`src/rtl/jtdd_scr_romrq_if.sv`:
```
// Scroll-layer ROM fetch bus: layer-side address/data and SDRAM-arbiter side
// request/ack/data. The slave modport belongs to the ROM responder.
interface jtdd_scr_romrq_if #(
  parameter int AW = 17
);
  logic [AW-1:0] addr;
  logic          addr_ok;
  logic [21:0]   sdram_addr;
  logic          sdram_req;
  logic          sdram_ack;
  logic          data_dst;
  logic          data_rdy;
  logic [31:0]   din;
  logic [15:0]   dout;
  logic          data_ok;

  modport master (
    output addr, addr_ok, sdram_ack, data_dst, data_rdy, din,
    input  sdram_addr, sdram_req, dout, data_ok
  );

  modport slave (
    input  addr, addr_ok, sdram_ack, data_dst, data_rdy, din,
    output sdram_addr, sdram_req, dout, data_ok
  );
endinterface

```
`src/rtl/jtdd_scr_romrq.sv`:
```
// SDRAM-side responder for the scroll layer ROM port. Serves halfwords from a
// two-entry 32-bit word cache; misses issue one SDRAM read and fill the cache.
module jtdd_scr_romrq #(
  parameter int AW      = 17,
  parameter bit SWAP_A0 = 1'b0
) (
  input  logic                  clk,
  input  logic                  rst,
  input  logic [21:0]           offset,
  jtdd_scr_romrq_if.slave       bus
);

  typedef enum logic [1:0] {IDLE, REQ, WAIT} state_t;

  state_t        state, state_nx;
  logic [AW-2:0] waddr;
  logic [AW-2:0] req_waddr;
  logic [AW-2:0] tag0, tag1;
  logic [31:0]   data0, data1;
  logic [1:0]    valid;
  logic [1:0]    hit_vec;
  logic          hit;
  logic          hit_sel;
  logic          victim;
  logic          fill_sel;
  logic          fill;
  logic          load_req;
  logic [21:0]   sdram_addr_r;
  logic [15:0]   dout_r;
  logic [AW-1:0] served_addr;
  logic          served_valid;
  logic [31:0]   hit_word;

  function automatic logic [15:0] pick(input logic [31:0] w, input logic a0);
    return (a0 ^ SWAP_A0) ? w[31:16] : w[15:0];
  endfunction

  assign waddr = bus.addr[AW-1:1];

  // Cache lookup against the current layer address
  always_comb begin
    hit_vec    = '0;
    hit_vec[0] = bus.addr_ok && valid[0] && (tag0 == waddr);
    hit_vec[1] = bus.addr_ok && valid[1] && (tag1 == waddr);
    hit        = |hit_vec;
    hit_sel    = hit_vec[1];
    hit_word   = hit_sel ? data1 : data0;
    // A fill never lands on the entry being hit-served this cycle, unless both
    // entries hit (duplicate tags) in which case either is equivalent.
    fill_sel   = (hit_vec[victim] && !hit_vec[~victim]) ? ~victim : victim;
  end

  // Next-state and request/fill strobes
  always_comb begin
    state_nx = state;
    load_req = 1'b0;
    fill     = 1'b0;
    case (state)
      IDLE: if (bus.addr_ok && !hit) begin
        state_nx = REQ;
        load_req = 1'b1;
      end
      REQ:  if (bus.sdram_ack) state_nx = WAIT;
      WAIT: if (bus.data_dst && bus.data_rdy) begin
        fill     = 1'b1;
        state_nx = IDLE;
      end
      default: state_nx = IDLE;
    endcase
  end

  // State register
  always_ff @(posedge clk) begin
    if (rst) state <= IDLE;
    else     state <= state_nx;
  end

  // Request address and requested word, captured when entering REQ
  always_ff @(posedge clk) begin
    if (rst) begin
      sdram_addr_r <= '0;
      req_waddr    <= '0;
    end else if (load_req) begin
      sdram_addr_r <= offset + 22'({waddr, 1'b0});
      req_waddr    <= waddr;
    end
  end

  // Cache fill with round-robin victim
  always_ff @(posedge clk) begin
    if (rst) begin
      valid  <= '0;
      victim <= 1'b0;
      tag0   <= '0;
      tag1   <= '0;
      data0  <= '0;
      data1  <= '0;
    end else if (fill) begin
      valid[fill_sel] <= 1'b1;
      victim          <= ~fill_sel;
      if (fill_sel) begin
        tag1  <= req_waddr;
        data1 <= bus.din;
      end else begin
        tag0  <= req_waddr;
        data0 <= bus.din;
      end
    end
  end

  // Halfword output: from a hit, or straight from a fill matching the address
  always_ff @(posedge clk) begin
    if (rst) begin
      dout_r       <= '0;
      served_addr  <= '0;
      served_valid <= 1'b0;
    end else if (hit) begin
      dout_r       <= pick(hit_word, bus.addr[0]);
      served_addr  <= bus.addr;
      served_valid <= 1'b1;
    end else if (fill && bus.addr_ok && (req_waddr == waddr)) begin
      dout_r       <= pick(bus.din, bus.addr[0]);
      served_addr  <= bus.addr;
      served_valid <= 1'b1;
    end
  end

  assign bus.sdram_req  = (state == REQ);
  assign bus.sdram_addr = sdram_addr_r;
  assign bus.dout       = dout_r;
  assign bus.data_ok    = served_valid && (served_addr == bus.addr) && bus.addr_ok;

endmodule

```
`src/flat_wrapper.sv`:
```
// flat-port wrapper written by rule: the top's interface ports become plain ports
module jtdd_scr_romrq_flat 
#(
  parameter int AW      = 17,
  parameter bit SWAP_A0 = 1'b0
)
  (clk, rst, offset, bus_addr, bus_addr_ok, bus_sdram_ack, bus_data_dst, bus_data_rdy, bus_din, bus_sdram_addr, bus_sdram_req, bus_dout, bus_data_ok);
  jtdd_scr_romrq_if #(.AW(AW)) bus_i ();
  input  logic clk;
  input  logic rst;
  input  logic [21:0] offset;
  input wire logic [$bits(bus_i.addr)-1:0] bus_addr;
  input wire logic [$bits(bus_i.addr_ok)-1:0] bus_addr_ok;
  input wire logic [$bits(bus_i.sdram_ack)-1:0] bus_sdram_ack;
  input wire logic [$bits(bus_i.data_dst)-1:0] bus_data_dst;
  input wire logic [$bits(bus_i.data_rdy)-1:0] bus_data_rdy;
  input wire logic [$bits(bus_i.din)-1:0] bus_din;
  output wire logic [$bits(bus_i.sdram_addr)-1:0] bus_sdram_addr;
  output wire logic [$bits(bus_i.sdram_req)-1:0] bus_sdram_req;
  output wire logic [$bits(bus_i.dout)-1:0] bus_dout;
  output wire logic [$bits(bus_i.data_ok)-1:0] bus_data_ok;
  assign bus_i.addr = bus_addr;
  assign bus_i.addr_ok = bus_addr_ok;
  assign bus_i.sdram_ack = bus_sdram_ack;
  assign bus_i.data_dst = bus_data_dst;
  assign bus_i.data_rdy = bus_data_rdy;
  assign bus_i.din = bus_din;
  assign bus_sdram_addr = bus_i.sdram_addr;
  assign bus_sdram_req = bus_i.sdram_req;
  assign bus_dout = bus_i.dout;
  assign bus_data_ok = bus_i.data_ok;
  jtdd_scr_romrq #(.AW(AW), .SWAP_A0(SWAP_A0)) u_core (.clk(clk), .rst(rst), .offset(offset), .bus(bus_i));
endmodule
```
`config.mk`:
```
export PLATFORM = sky130hd
export DESIGN_NAME = jtdd_scr_romrq_flat
export DESIGN_NICKNAME = d
export VERILOG_FILES = /design/src/rtl/jtdd_scr_romrq_if.sv /design/src/rtl/jtdd_scr_romrq.sv /design/src/flat_wrapper.sv
export SDC_FILE = /design/constraint.sdc
export NUM_CORES = 1
export LEC_CHECK = 0
export ABC_AREA = 0
export CAP_MARGIN = 25
export CORE_ASPECT_RATIO = 1.1
export CORE_MARGIN = 5
export CORE_UTILIZATION = 50
export DETAILED_ROUTE_END_ITERATION = 6
export PLACE_DENSITY = 0.82
export RECOVER_POWER = 100
export SYNTH_ARGS = -nofsm -noshare
export SYNTH_HDL_FRONTEND = slang
export SYNTH_SLANG_ARGS = --single-unit
```
`constraint.sdc`:
```
create_clock -name clk -period 2 [get_ports clk]
set_input_delay 0.2 -clock clk [delete_from_list [all_inputs] [get_ports clk]]
set_output_delay 0.2 -clock clk [all_outputs]
set_load 0.1 [all_outputs]
```
# ---- Word-level counts from Yosys, hierarchy flattened
# Cells that the tools add are included.
dict set report word_totals {
  input_bits 77
  out_inout_bits 40
  regBits 173
}
dict set report op_classes {
  n_bitwise 3
  n_lt_le_gt_ge 4
  eq_ne 9
  add_sub_neg 1
  reduce_logical 20
  muxes 24
}
# cell n
set ops {}
lappend ops {{two-way mux 16 bit} 4}
lappend ops {{== test 16 bit} 3}
lappend ops {{two-way mux 17 bit} 2}
lappend ops {{two-way mux 32 bit} 1}
lappend ops {{adder 22 x 17 -> 22 bit} 1}
lappend ops {{== test 17 bit} 1}
lappend ops {{logical AND 1 bit} 12}
lappend ops {{two-way mux 1 bit} 12}
lappend ops {{< comparator 1 x 2 -> 1 bit (second input constant)} 3}
lappend ops {{two-way mux 2 bit} 3}
lappend ops {{case mux 2 bit (3 select lines)} 1}
lappend ops {{inequality test 2 x 1 -> 1 bit (second input constant)} 2}
lappend ops {{AND reduction 2 bit} 2}
lappend ops {{AND reduction 3 bit} 1}
lappend ops {{== test 2 x 1 -> 1 bit (second input constant)} 1}
lappend ops {{== test 2 bit (second input constant)} 1}
lappend ops {{zero test 1 bit} 2}
lappend ops {{zero test 2 bit} 1}
lappend ops {{inequality test 2 bit (second input constant)} 1}
lappend ops {{inverter 1 bit} 2}
lappend ops {{bitwise OR 2 bit} 1}
lappend ops {{nonzero test 2 bit} 1}
lappend ops {{OR reduction 2 bit} 1}
lappend ops {{demux 1 bit (select 1 bit)} 1}
lappend ops {{greater-or-equal comparator 1 bit (second input constant)} 1}

# ---- Logic depth before layout (Yosys ltp)
dict set report depth {
  ltp_word 12
  mapped_depth 10
}

# ---- Worst setup path before layout
# OpenSTA, ideal clock, no wires.
dict set report synth_timing {
  kind {in2out}
  startpoint {in bus_addr[0]}
  endpoint {out bus_data_ok}
  n_path_buf 2
  setup_slack_ns -2.205
  arrival_time_ns 4.005
  cell_stages 6
  path_cell_list {clkbuf_1 buf_1 xor2_1 nor4_1 nand4_1 nor4_1}
}
dict set report synth_via {
  elab_chain_cells 3
}
# element line
set synth_lines {}
lappend synth_lines {{start: declaration} flat_wrapper.sv:12} ;# input wire logic [$bits(bus_i.addr)-1:0] bus_addr;
lappend synth_lines {{== test 17 bit} jtdd_scr_romrq.sv:131} ;# assign bus.data_ok = served_valid && (served_addr == bus.addr) && bus.addr_ok;
lappend synth_lines {{logical AND 1 bit (2 in series)} jtdd_scr_romrq.sv:131}
lappend synth_lines {{end: declaration} flat_wrapper.sv:21} ;# output wire logic [$bits(bus_i.data_ok)-1:0] bus_data_ok;
# Every way passes these cells.

# ---- Worst setup path in the final report
dict set report layout_timing {
  startpoint {reg u_core.tag1[7]}
  endpoint {reg u_core.tag1[6]}
}
dict set report layout_via {
  elab_chain_cells 8
  word_cells_on_any_way 10
  cone_classes {eq/ne: 1; mux: 5; reduce/logical: 4}
}
# element line
set layout_lines {}
lappend layout_lines {{start: declaration} jtdd_scr_romrq.sv:18} ;# logic [AW-2:0] tag0, tag1;
lappend layout_lines {{start signal: assignment} jtdd_scr_romrq.sv:102} ;# tag1 <= req_waddr;
lappend layout_lines {{== test 16 bit (*)} jtdd_scr_romrq.sv:44} ;# hit_vec[1] = bus.addr_ok && valid[1] && (tag1 == waddr);
lappend layout_lines {{logical AND 1 bit (*)} jtdd_scr_romrq.sv:44}
lappend layout_lines {{two-way mux 1 bit (not written as such) (2 in series)} jtdd_scr_romrq.sv:50} ;# fill_sel = (hit_vec[victim] && !hit_vec[~victim]) ? ~victim : victim;
lappend layout_lines {{zero test 1 bit} jtdd_scr_romrq.sv:50}
lappend layout_lines {{logical AND 1 bit (*)} jtdd_scr_romrq.sv:50}
lappend layout_lines {{two-way mux 1 bit (*)} jtdd_scr_romrq.sv:50}
lappend layout_lines {{AND reduction 2 bit (no line) (*)} --}
# Mark *: on every way between the ends. The rest lies on a longest branch, timed or not. The select of a mux whose other input is x is not followed.
# A chain may end at the register's enable or synchronous reset.

==> run summary <==
The run finished, with violations left. The final reports fail on negative setup slack. The pin count of the biggest net entering global routing came out at 59. In this run, placement finished with an instance count of 1338.

The tool flagged a number of max-cap violations equal to 0. In this run, the number of DRC markers left after iteration 0 of detailed routing was 902. The power density over the cells is 693 nW/um^2. Net switching is around 33% of the power. The detailed-placement wirelength estimate is 15800 um. Timing would allow up to 394 MHz. The worst slew slack as a fraction of its limit is 62.1%.

The clock network fraction of total power came out at a little under two fifths. The initial cell density of the core is 50.9%. The clock-pin slew reported for the worst setup and hold paths after clock tree synthesis is approximately 80 ps. The clock drives 173 sinks. After synthesis, the largest family of logic cells by area is multiplexers. The number of synthesis warnings is 0.

The number of synthesized flops with an enable pin is 0. The multi-input logic area came out at 5770 um^2. The internal power consumption is 5910 uW. Global routing used 27.3% of the available tracks across all layers. The number of inserted filler cells in the final layout came out at 1026. The fraction of final layout cells with drive strength greater than 1 is 33.2%. Once detail routing completed, the nets flagged for antenna violations numbered 0. The worst clock skew on the final layout came out at 15.5 ps.

The core occupancy in the finished layout came out at 74.1%. The number of design rule violations left after detail routing is 0. The final critical delay including setup and external delays came out at 2540 ps. The share of synthesized cell area in full adder, half adder and majority cells came out at approximately 2.5%.

The count of input and output buffers is ~120. The post-synthesis share of cell area spent on and, or, nand and nor gates is 14.4%. In the synthesized netlist, the number of instances is about 960. Setup repair after global routing could not meet its margin everywhere. The detail-routed net length per standard cell is 23.4 um. The total congestion overflow after global routing came out at 0.

Sequential cells were found to cover 39.8% of the synthesized design area. The synthesized netlist devotes 8.06% of its cell area to XOR and XNOR gates. The number of rows in the core area came out at 50. The via-per-instance ratio came out at 6.17.

The analysis attributes to net switching a power of 2850 uW. The slack of the critical path came out at -536 ps. The final hold violation count came out at 0. Leaving out fill and tap cells, the most frequent cell in the layout is dfxtp_1. The async set-reset flop share out of synthesis is 0%. The die height came out at 148 um. The total of hold buffers inserted after clock tree synthesis is 0.

The category of the worst setup path launch point is a flip-flop. The post-route non-filler standard cell count came out at about 1400. The library cells used most frequently in the layout, excluding fill and tap cells, are dfxtp_1, nor2_1, mux2i_1, buf_4, clkdlybuf4s50_1. The via count of the first global-routing pass was 8416. The synthesized area per cell came out at approximately 9.1 um^2.

The area of the core region came out at 17100 um^2. Routability-driven placement finished with a final weighted congestion of 0.901. The width of the chip came out at roughly 140 um. Measured against the total synthesized area, the mux share comes to 21.5%. The maximum fanout count along the critical path came out at 7. The TritonCTS buffer count is 17. STA classifies the critical path endpoint as a flip-flop. The actual slew at the worst max-slew pin came out at between 500 and 600 ps.

The final hold slack came out at 133 ps. The number of distinct library cell variants in the gate-level netlist after synthesis came out at 49. The part of the power in combinational logic came out at between 20% and 30%. In this run the static leakage power is 0.00522 uW. The deepest level of the CTS H-tree is 4. The final net count is between 1000 and 1500.

The sequential fraction of design power came out at 41.1%. Across the VDD grid, the largest voltage drop is between 0.0007 and 0.0008 V. The die covers 20100 um^2. CTS placed an instance of clkbuf_16 at the clock tree root. The critical path data required time is 2310 ps. The worst setup path category is reg -> reg. In this run the worst hold path is classified as in -> reg. The area added between synthesis and finish came out at 45.5%. The via count of the routed design came out at ~8700. In this run, synthesis produced a sequential element count of 173. The synthesized netlist devotes 9.40% of its cell area to compound gates. The top flip-flop cell by instance count after synthesis is dfxtp_1. The first-pass iteration count of the detailed router came out at 6. The portion of the clock cycle consumed by the worst path in the final layout is 127%. The maximum clock path buffer count came out at 2. The netlist area before placement came out at 8690 um^2.

The first global-routing pass estimated approximately 44000 um of wire. The number of top-level pins is 117. TritonCTS built the clock tree. The worst-skew pair later-pin latency came out at about 440 ps.

The max-slew violation count is 0. The routed wire length came out at 32900 um. Registers take about 3500 um^2. OpenSTA, run right after detailed placement, puts the worst setup slack at -801 ps.

The final-report setup violation count is approximately 170. The initial antenna violation count was 1. Counting every net in the synthesized netlist gives 1049. The arrival time of the worst setup path came out at ~2900 ps.
==> stage by stage <==
| stage | TNS [ps] | total power [uW] | cell area (um^2) |
|---|---|---|---|
| detailed placement | -114670 | 5180 | 10700 |
| floorplan | -227 | 4590 | 8760 |
| global placement | -110880 | 5160 | 10700 |
| global route | -86860 | 8960 | 12600 |
| finish | -71610 | 8760 | 12600 |
| CTS | -14500 | 8500 | 12100 |
==> cell families (layout without fill, tap and decap cells) <==
| family | after synthesis | in the layout |
|---|---|---|
| buffers and inverters | 79 | 292 |
| AND/OR/NAND/NOR | 282 | 282 |
| other | 0 | 1 |
| multiplexers | 185 | 185 |
| flip-flops | 173 | 173 |
| AO/OA/AOI/OAI | 139 | 139 |
| adder cells (fa/ha/maj) | 17 | 17 |
| XOR/XNOR | 80 | 80 |
==> synthesized netlist by cell type (5+ instances only) <==
cell type / n / area, um^2
a211oi_1: 9 / 67.6
a21oi_1: 55 / 275
a31oi_1: 5 / 31.3
buf_2: 22 / 110
buf_4: 10 / 75.1
clkbuf_1: 38 / 143
dfxtp_1: 173 / 3460
ha_1: 16 / 200
inv_1: 7 / 26.3
mux2_2: 16 / 180
mux2i_1: 169 / 1690
nand2_1: 29 / 109
nand3_1: 9 / 45.0
nand4_1: 15 / 93.8
nor2_1: 165 / 619
nor2b_1: 21 / 131
nor3_1: 21 / 105
nor4_1: 9 / 56.3
o21ai_0: 35 / 175
o21ai_1: 10 / 50.1
xnor2_1: 55 / 482
xor2_1: 25 / 219
==> metal layers <==
layer	track usage [%]	routed length [um]	vias to the layer above	share of wire [%]
li1	-	-	3699	-
met1	31.3	11900	4141	36
met2	47.0	15700	578	48
met3	5.75	2610	233	7.9
met4	15.5	2630	0	8.0
met5	0	0	-	0
==> area by class of cell <==
cell class                      count  share of cell area, %
Clock inverter                     14                  0.989
Multi-Input combinational cell    703                   45.6
Timing Repair Buffer              253                   19.8
Inverter                            7                  0.208
Antenna cell                        1                 0.0198
Clock buffer                       18                   3.47
Tap cell                          234                   2.31
Sequential cell                   173                   27.6
==> power groups by stage <==
stage / Combinational (uW) / Sequential [uW] / Clock, uW
2_1_floorplan: 620 / 3970 / 0
3_3_place_gp: 1510 / 3650 / 0
3_5_place_dp: 1530 / 3650 / 0
4_1_cts: 1690 / 3580 / 3230
5_1_grt: 1950 / 3610 / 3410
6_report: 1890 / 3600 / 3270
==> registers in the layout, summed over array words and instances, names as in the netlist <==
register,count
u_core.valid,2
u_core.victim,1
u_core.bus.sdram_addr,22
u_core.tag1,16
u_core.served_valid,1
u_core.data1,32
u_core.req_waddr,16
u_core.data0,32
u_core.served_addr,17
u_core.tag0,16
u_core.state,2
u_core.bus.dout,16
==> critical path, stage by stage (launching register included) <==
cell and delay [ps]:
dfxtp_2 360, xnor2_2 280, nand4_1 300, nor3_4 340
buf_4 160, o211ai_1 130, o211ai_4 120, buf_12 170
buf_12 160, mux2i_1 250, nor2_1 120
==> final timing paths <==
| kind | startpoint | endpoint | slack [ps] | cells after the start |
|---|---|---|---|---|
| setup / recovery | u_core.tag1[7]$_SDFFE_PP0P_ | u_core.tag1[6]$_SDFFE_PP0P_ | -540 | 10 |
| hold / removal | rst | u_core.data1[18]$_SDFFE_PP0P_ | 130 | 2 |
| setup reg to reg | u_core.tag1[7]$_SDFFE_PP0P_ | u_core.tag1[6]$_SDFFE_PP0P_ | -540 | 10 |
| hold reg to reg | u_core.bus.sdram_addr[20]$_SDFFE_PP0P_ | u_core.bus.sdram_addr[20]$_SDFFE_PP0P_ | 490 | 2 |
==> timing repair <==
| action | 4_1_cts | 5_1_grt |
|---|---|---|
| pin swaps | 48 | 40 |
| setup endpoints to repair | 172 | 173 |
| hold endpoints to repair | 0 | 0 |
| resized for setup | 135 | 133 |
| cloned | 7 | 7 |
| setup buffers | 13 | 10 |
(Power assumes the default switching activity.)
